[src/rtl/uart_pixel_rx.sv]
// UART 8N1 receiver feeding a 1-bit pixel stream (MSB of each byte first),
// with frame-boundary pulse and line error flags.
module uart_pixel_rx #(
  parameter int CLKS_PER_BIT     = 434,
  parameter int PIXELS_PER_FRAME = 784,
  parameter int CNT_W            = 16
) (
  input  logic clk,
  input  logic rst,
  input  logic uart_rx,
  output logic pixel_bit,
  output logic pixel_bit_valid,
  input  logic pixel_bit_ready,
  output logic frame_done,
  output logic framing_error,
  output logic overrun,
  output logic rx_busy
);

  localparam logic [CNT_W-1:0] LP_BIT_MAX  = CNT_W'(CLKS_PER_BIT - 1);
  localparam logic [CNT_W-1:0] LP_HALF_MAX = CNT_W'(CLKS_PER_BIT / 2 - 1);
  localparam logic [CNT_W-1:0] LP_PIX_MAX  = CNT_W'(PIXELS_PER_FRAME - 1);

  typedef enum logic [2:0] {
    S_IDLE, S_START, S_DATA, S_STOP, S_WAIT_IDLE
  } state_t;

  state_t           r_state;
  logic [CNT_W-1:0] r_baud;
  logic [2:0]       r_bit_idx;
  logic [7:0]       r_shift;
  logic             r_rx_meta, r_rx_s;
  logic             r_framing_error;

  logic [7:0]       r_pix_sh;
  logic [3:0]       r_rem;
  logic             r_overrun;
  logic [CNT_W-1:0] r_frame_cnt;
  logic             r_frame_done;

  logic w_xfer, w_empty, w_byte_ok;

  // Synchronizer resets to the idle line level so reset never looks like a start bit.
  always_ff @(posedge clk or posedge rst) begin
    if (rst) begin
      r_rx_meta <= 1'b1;
      r_rx_s    <= 1'b1;
    end else begin
      r_rx_meta <= uart_rx;
      r_rx_s    <= r_rx_meta;
    end
  end

  always_ff @(posedge clk or posedge rst) begin
    if (rst) begin
      r_state         <= S_IDLE;
      r_baud          <= '0;
      r_bit_idx       <= '0;
      r_shift         <= '0;
      r_framing_error <= 1'b0;
    end else begin
      r_framing_error <= 1'b0;
      case (r_state)
        S_IDLE: begin
          r_baud <= '0;
          if (!r_rx_s) r_state <= S_START;
        end
        S_START: begin
          if (r_baud == LP_HALF_MAX) begin
            r_baud    <= '0;
            r_bit_idx <= '0;
            r_state   <= r_rx_s ? S_IDLE : S_DATA;
          end else begin
            r_baud <= r_baud + 1'b1;
          end
        end
        S_DATA: begin
          if (r_baud == LP_BIT_MAX) begin
            r_baud    <= '0;
            r_shift   <= {r_rx_s, r_shift[7:1]};
            r_bit_idx <= r_bit_idx + 3'd1;
            if (r_bit_idx == 3'd7) r_state <= S_STOP;
          end else begin
            r_baud <= r_baud + 1'b1;
          end
        end
        S_STOP: begin
          if (r_baud == LP_BIT_MAX) begin
            r_baud <= '0;
            if (r_rx_s) begin
              r_state <= S_IDLE;
            end else begin
              r_framing_error <= 1'b1;
              r_state         <= S_WAIT_IDLE;
            end
          end else begin
            r_baud <= r_baud + 1'b1;
          end
        end
        S_WAIT_IDLE: begin
          if (r_rx_s) r_state <= S_IDLE;
        end
        default: r_state <= S_IDLE;
      endcase
    end
  end

  assign w_xfer    = (r_rem != 4'd0) && pixel_bit_ready;
  assign w_byte_ok = (r_state == S_STOP) && (r_baud == LP_BIT_MAX) && r_rx_s;
  // Unpacker draining its last bit this cycle counts as empty.
  assign w_empty   = (r_rem == 4'd0) || ((r_rem == 4'd1) && w_xfer);

  always_ff @(posedge clk or posedge rst) begin
    if (rst) begin
      r_pix_sh  <= '0;
      r_rem     <= '0;
      r_overrun <= 1'b0;
    end else begin
      r_overrun <= w_byte_ok && !w_empty;
      if (w_byte_ok && w_empty) begin
        r_pix_sh <= r_shift;
        r_rem    <= 4'd8;
      end else if (w_xfer) begin
        r_pix_sh <= {r_pix_sh[6:0], 1'b0};
        r_rem    <= r_rem - 4'd1;
      end
    end
  end

  always_ff @(posedge clk or posedge rst) begin
    if (rst) begin
      r_frame_cnt  <= '0;
      r_frame_done <= 1'b0;
    end else begin
      r_frame_done <= 1'b0;
      if (w_xfer) begin
        if (r_frame_cnt == LP_PIX_MAX) begin
          r_frame_cnt  <= '0;
          r_frame_done <= 1'b1;
        end else begin
          r_frame_cnt <= r_frame_cnt + 1'b1;
        end
      end
    end
  end

  assign pixel_bit       = r_pix_sh[7];
  assign pixel_bit_valid = (r_rem != 4'd0);
  assign frame_done      = r_frame_done;
  assign framing_error   = r_framing_error;
  assign overrun         = r_overrun;
  assign rx_busy         = (r_state != S_IDLE);

endmodule

[config.mk]
export PLATFORM = sky130hd
export DESIGN_NAME = uart_pixel_rx
export DESIGN_NICKNAME = d
export VERILOG_FILES = /design/src/rtl/uart_pixel_rx.sv
export SDC_FILE = /design/constraint.sdc
export NUM_CORES = 1
export LEC_CHECK = 0
export BUFFER_PORTS_ARGS = -buffer_cell sky130_fd_sc_hd__buf_2
export CAP_MARGIN = 20
export CORE_ASPECT_RATIO = 2
export CORE_MARGIN = 8
export CORE_UTILIZATION = 55
export CTS_BUF_LIST = sky130_fd_sc_hd__clkbuf_4 sky130_fd_sc_hd__clkbuf_8
export CTS_CLUSTER_DIAMETER = 150
export DETAILED_ROUTE_END_ITERATION = 8
export PLACE_DENSITY = 0.72
export SYNTH_ARGS = -nofsm -noshare
export SYNTH_HDL_FRONTEND = slang
export SYNTH_SLANG_ARGS = --single-unit
[constraint.sdc]
create_clock -name clk -period 2.4 [get_ports clk]
set_clock_uncertainty 0.1 [all_clocks]
set_input_delay 0.48 -clock clk [delete_from_list [all_inputs] [get_ports clk]]
set_output_delay 0.48 -clock clk [all_outputs]
set_load 0.03 [all_outputs]
After elaboration in Yosys (flattened, before gate mapping):

Index checks and enable logic that the tools add are counted.

* register bits: 63
* bits of input ports: 4
* output and inout bits: 6
* word-level logic and storage cells: 75

* add/sub/neg operators: 4
* equal/unequal tests: 15
* muxes and demuxes: 25
* reductions and logical operators: 19

Operators by type and width (number)
* 16-bit 2-to-1 mux: 3
* 16-bit case mux with 3 select lines: 1
* 16-bit by 1-bit adder with 16-bit output, second input constant: 2
* 3-bit 2-to-1 mux: 9
* 16-bit by 10-bit equality test with 1-bit output, second input constant: 1
* 16-bit by 8-bit equality test with 1-bit output, second input constant: 1
* 16-bit by 9-bit equality test with 1-bit output, second input constant: 1
* 8-bit 2-to-1 mux: 2
* 3-bit case mux with 5 select lines: 1
* 2-bit inequality test, second input constant: 6
* 4-bit 2-to-1 mux: 2
* 3-bit by 2-bit equality test with 1-bit output, second input constant: 2
* 3-bit equality test, second input constant: 2
* 1-bit logical AND: 6
* 3-bit case mux with 2 select lines: 1
* 6-bit AND reduction: 1
* 3-bit nonzero test: 2
* 1-bit 2-to-1 mux: 5
* 4-bit by 1-bit equality test with 1-bit output, second input constant: 1
* 4-bit logical NOT: 1
* 2-bit nonzero test: 2
* 4-bit nonzero test: 1
* 4-bit by 1-bit subtractor with 4-bit output, second input constant: 1
* 3-bit by 1-bit adder with 3-bit output, second input constant: 1
* 8 further kinds: 8

Longest topological paths before layout:

* depth in word-level cells: 6
* depth in mapped cells: 9
* mapped depth without buffers: 8

Worst setup path after synthesis:

No wires, ideal clock.

* path kind: reg-to-reg
* from: register r_rem[0]
* to: register r_frame_cnt[15]
* arrival time: 2.019 ns
* data required time: 2.175 ns
* slack: 0.156 ns
* stages on the path, launching flop included: 9
* path buffers: 0
* clock period less this slack: 2.244 ns
* path through: dfrtp_1 > inv_1 > ha_1 > nor3b_1 > inv_1 > nand2_1 > nor3_1 > nor2_1 > mux2_2

* word-level cells in the longest chain between the ends: 2

RTL lines
* start: declaration: RTL line 36 `logic [3:0] r_rem;`
* start signal: assignment: RTL line 125 `r_rem <= r_rem - 4'd1;`
* 4-bit nonzero test
* net pixel_bit_valid: RTL line 12 `output logic pixel_bit_valid,`
* 1-bit logical AND: RTL line 108 `assign w_xfer = (r_rem != 4'd0) && pixel_bit_ready;`
* end signal: assignment: RTL line 141 `r_frame_cnt <= r_frame_cnt + 1'b1;`
* end: declaration: RTL line 38 `logic [CNT_W-1:0] r_frame_cnt;`

The timed path passes the listed nets, and every way through them passes these cells.
A chain may end at the register's enable or synchronous reset.

Worst setup path in the final report:

* from: register r_rem[0]
* to: output port pixel_bit_valid

* word-level cells in the longest chain between the ends: 1

RTL lines
* 4-bit nonzero test: RTL line 148 `assign pixel_bit_valid = (r_rem != 4'd0);`
* end: declaration: RTL line 12

No other way between the ends.

==> results.md <==
- Clk sinks: 63
- # diodes: 0
- Vias/cell: between 5 and 6
- Final Cell Area: 3512 µm²
- Maximum vdd ir drop: around 0.67 mV
- Chip height: 122.7 µm
- Synth warn: 0
- Area of the mapped netlist: 3132 µm²
- Ports: 10
- Cells along the critical path: inv_1 -> ha_1 -> nor3b_2 -> inv_1 -> buf_2
- Total GRT Usage: 0.1501
- Met2 usage: 0.2417
- Asr flop ratio synth: 1.000
- Final setup viols: 0
- Register bit count reported by yosys: 63
- CP max FO: 5
- TritonCTS Buffers: 9
- Cell taking the most area after synthesis: dfrtp_1
- M3 GR Usage: 0.03074
- Main area contributors after synthesis: dfrtp_1, nand2_1, nand3_1
- Commonest cells in the netlist: dfrtp_1, nand2_1, nor2_1
- Critical path arrival: ~1.7 ns
- Syn_nets: 330
- Slew at the pin closest to its max-slew limit: 0.3800 ns
- Root Driver: clkbuf_8
- Startpoint Class: register
- Clk_lat worst skew: 0.33 ns
- Highest Clock Rate: 0.4394 GHz
- Synth Flop Type: dfrtp_1
- WL final: 6164 µm
- Data required, critical path: 1.82 ns
- Crit-path slowest cell: dfrtp_1
- Placed instance area: 3311 µm²
- Largest net degree at the start of global routing: 64
- Crit end category: output pin
- Pleak: 1.692 nW
- Tmin final: 2.276 ns
- GR peak layer: met2
- Max Transition Viols Final: 0
- Outcome: complete, no violations
- Die footprint: ~8500 µm²
- Grt met1 use: 0.1841
- DRT iter0 DRCs: between 150 and 200
- Vias in the first global route: about 2300
- Clock buffer depth: 2
- Number of synthesized flops with an enable pin: 0
- Register area share after synthesis: 0.5042
- Max-cap violation count: 0
- DRT Pass-1 Iters: 4
- Placer congestion estimate: 0.7761
- PortBufs: 9
- Starting Density: 0.5581
- Clk pin slew, worst setup/hold paths: 0.07 ns
- Share of layout cells above drive strength 1: 0.1496
- Via count: around 2400
- Pwr/cell area: about 770 nW/µm²
- Post-DR wirelength/cell: between 15 and 20 µm
- Setup slack, reg-to-reg: roughly 0.26 ns
- Row count: 39
- DRC viols: 0
- Nets: 350
- Final Hold Fails: 0
- Share of the synthesized area in the top cell type: 0.4874
- Slew margin rel.: 0.7433
- Grt total ovfl: 0
- Synth cell types: 47
- Worst path bufs/invs: 3
- Syn_area_per_cell: 9.879 µm²
- Area Overhead vs Synth: 12.15%
- Most Frequent Cell on Critical Path: inv_1
- Core area: 5612 µm²
- Initial antenna violation count: 0
- Hold Path Class: primary input to asynchronous set/reset pin
- Die W: 69.36 µm
- Post-Synthesis Cells: 317
- RSZ-0062 raised after global routing: no
- CTS tree: done
- Crit-path max cell delay: around 0.4 ns
- First-pass GRT wire length: 10450 µm
- Count leader, synth: dfrtp_1
- Placed wire-length estimate: 4289 µm
- H-tree levels: 3
- Setup TNS: 0 ns
- Top cell family by delay on the critical path: buffers and inverters
- DRT antenna net count: 0
- Tcrit/Tclk final: 0.9483
- CP Class: register to output pin
[cells in the final DEF, fill, tap and decap left out, types with 4 or more instances in the layout]
cell type	Yosys	routed
nand3b_1	4	4
xor2_1	6	6
buf_4	1	10
buf_2	4	9
a21oi_1	15	15
xnor2_1	8	8
nor2_1	27	27
a41oi_1	4	4
a22o_1	8	8
a31oi_1	6	6
inv_1	15	14
o21ai_0	10	10
clkbuf_8	0	11
ha_1	9	9
nor3_1	10	10
and3_1	6	6
mux2i_1	8	8
dfrtp_1	61	61
nand3_1	24	24
a21o_1	5	5
nand2_1	42	42
[logic make-up (layout without fill, tap and decap cells)]
| kind of cell | after synthesis | count (layout) | synth area share |
|---|---|---|---|
| flops | 63 | 63 | 0.5042 |
| fa+ha+maj | 9 | 9 | 0.03596 |
| compound gates | 54 | 54 | 0.1111 |
| xor+xnor | 14 | 14 | 0.03915 |
| mux | 10 | 10 | 0.03276 |
| buf+inv | 27 | 51 | 0.03795 |
| simple gates | 140 | 140 | 0.2389 |
[routing by layer]
layer | routed length, µm | up-vias
met5 | 0 | -
met4 | 106 | 0
met3 | 276 | 9
li1 | - | 1158
met2 | 2995 | 51
met1 | 2785 | 1165
[through the flow]
stage | hold slack (ns) | std cells | setup WS (ns) | total power (W) | util
after CTS | 0.1047 | 402 | 0.001502 | 0.002728 | 0.6250
after global routing | 0.1287 | 402 | 0.01927 | 0.002842 | 0.6259
after floorplan | 0.2452 | 317 | 0.1563 | 0.001670 | -
final | 0.09999 | 402 | 0.1240 | 0.002705 | 0.6259
after detailed placement | 0.2488 | 387 | 0.1623 | 0.001817 | 0.5900
after global placement | 0.2462 | 387 | 0.2145 | 0.001789 | 0.5900
[worst register-to-register path: stages (launching register included)]
cell and delay, ns:
dfrtp_1 0.40, inv_1 0.12, ha_1 0.20, nor3b_2 0.26
inv_1 0.17, nand2_1 0.26, o31ai_2 0.14, buf_12 0.17
a22o_1 0.21
[flip-flops by register name, summed over array words and instances, names as in the netlist]
register       count
r_bit_idx          3
r_rx_s             1
frame_done         1
r_rem              4
r_baud            16
r_rx_meta          1
framing_error      1
r_state            3
r_frame_cnt       16
overrun            1
r_shift            8
r_pix_sh           8
[report_power, final]
part | internal (W) | switching, W | total (W)
clock | 0.000524 | 0.000374 | 0.000898
sequential | 0.00120 | 0.000122 | 0.00133
combinational | 0.000211 | 0.000271 | 0.000482
[what timing repair did]
item / CTS / global route
hold buffers: 0 / 0
setup endpoints to repair: 0 / 3
gates resized for setup: 0 / 1
buffers inserted: 0 / 0
[worst paths after layout]
check / startpoint / to / cells after the start
setup / recovery: r_rem[0] / pixel_bit_valid / 5
hold / removal: rst / r_pix_sh[7] / 3
setup reg to reg: r_rem[0] / r_rem[3] / 8
hold reg to reg: r_rx_meta / r_rx_s / 0
max in group asynchronous: rst / r_rx_s / 3
min in group clk: uart_rx / r_rx_meta / 1
[layout make-up]
| cell class | count | area [µm²] |
|---|---|---|
| fillers | 468 | 2100 |
| flip-flops and latches | 63 | 1579 |
| multi-input cells | 227 | 1444 |
| repair buffers | 21 | 160.2 |
| clock buffers | 11 | 151.4 |
| well taps | 61 | 76.32 |
| inverters | 15 | 56.30 |
| clock inverters | 4 | 45.04 |
(Power assumes the default switching activity.)
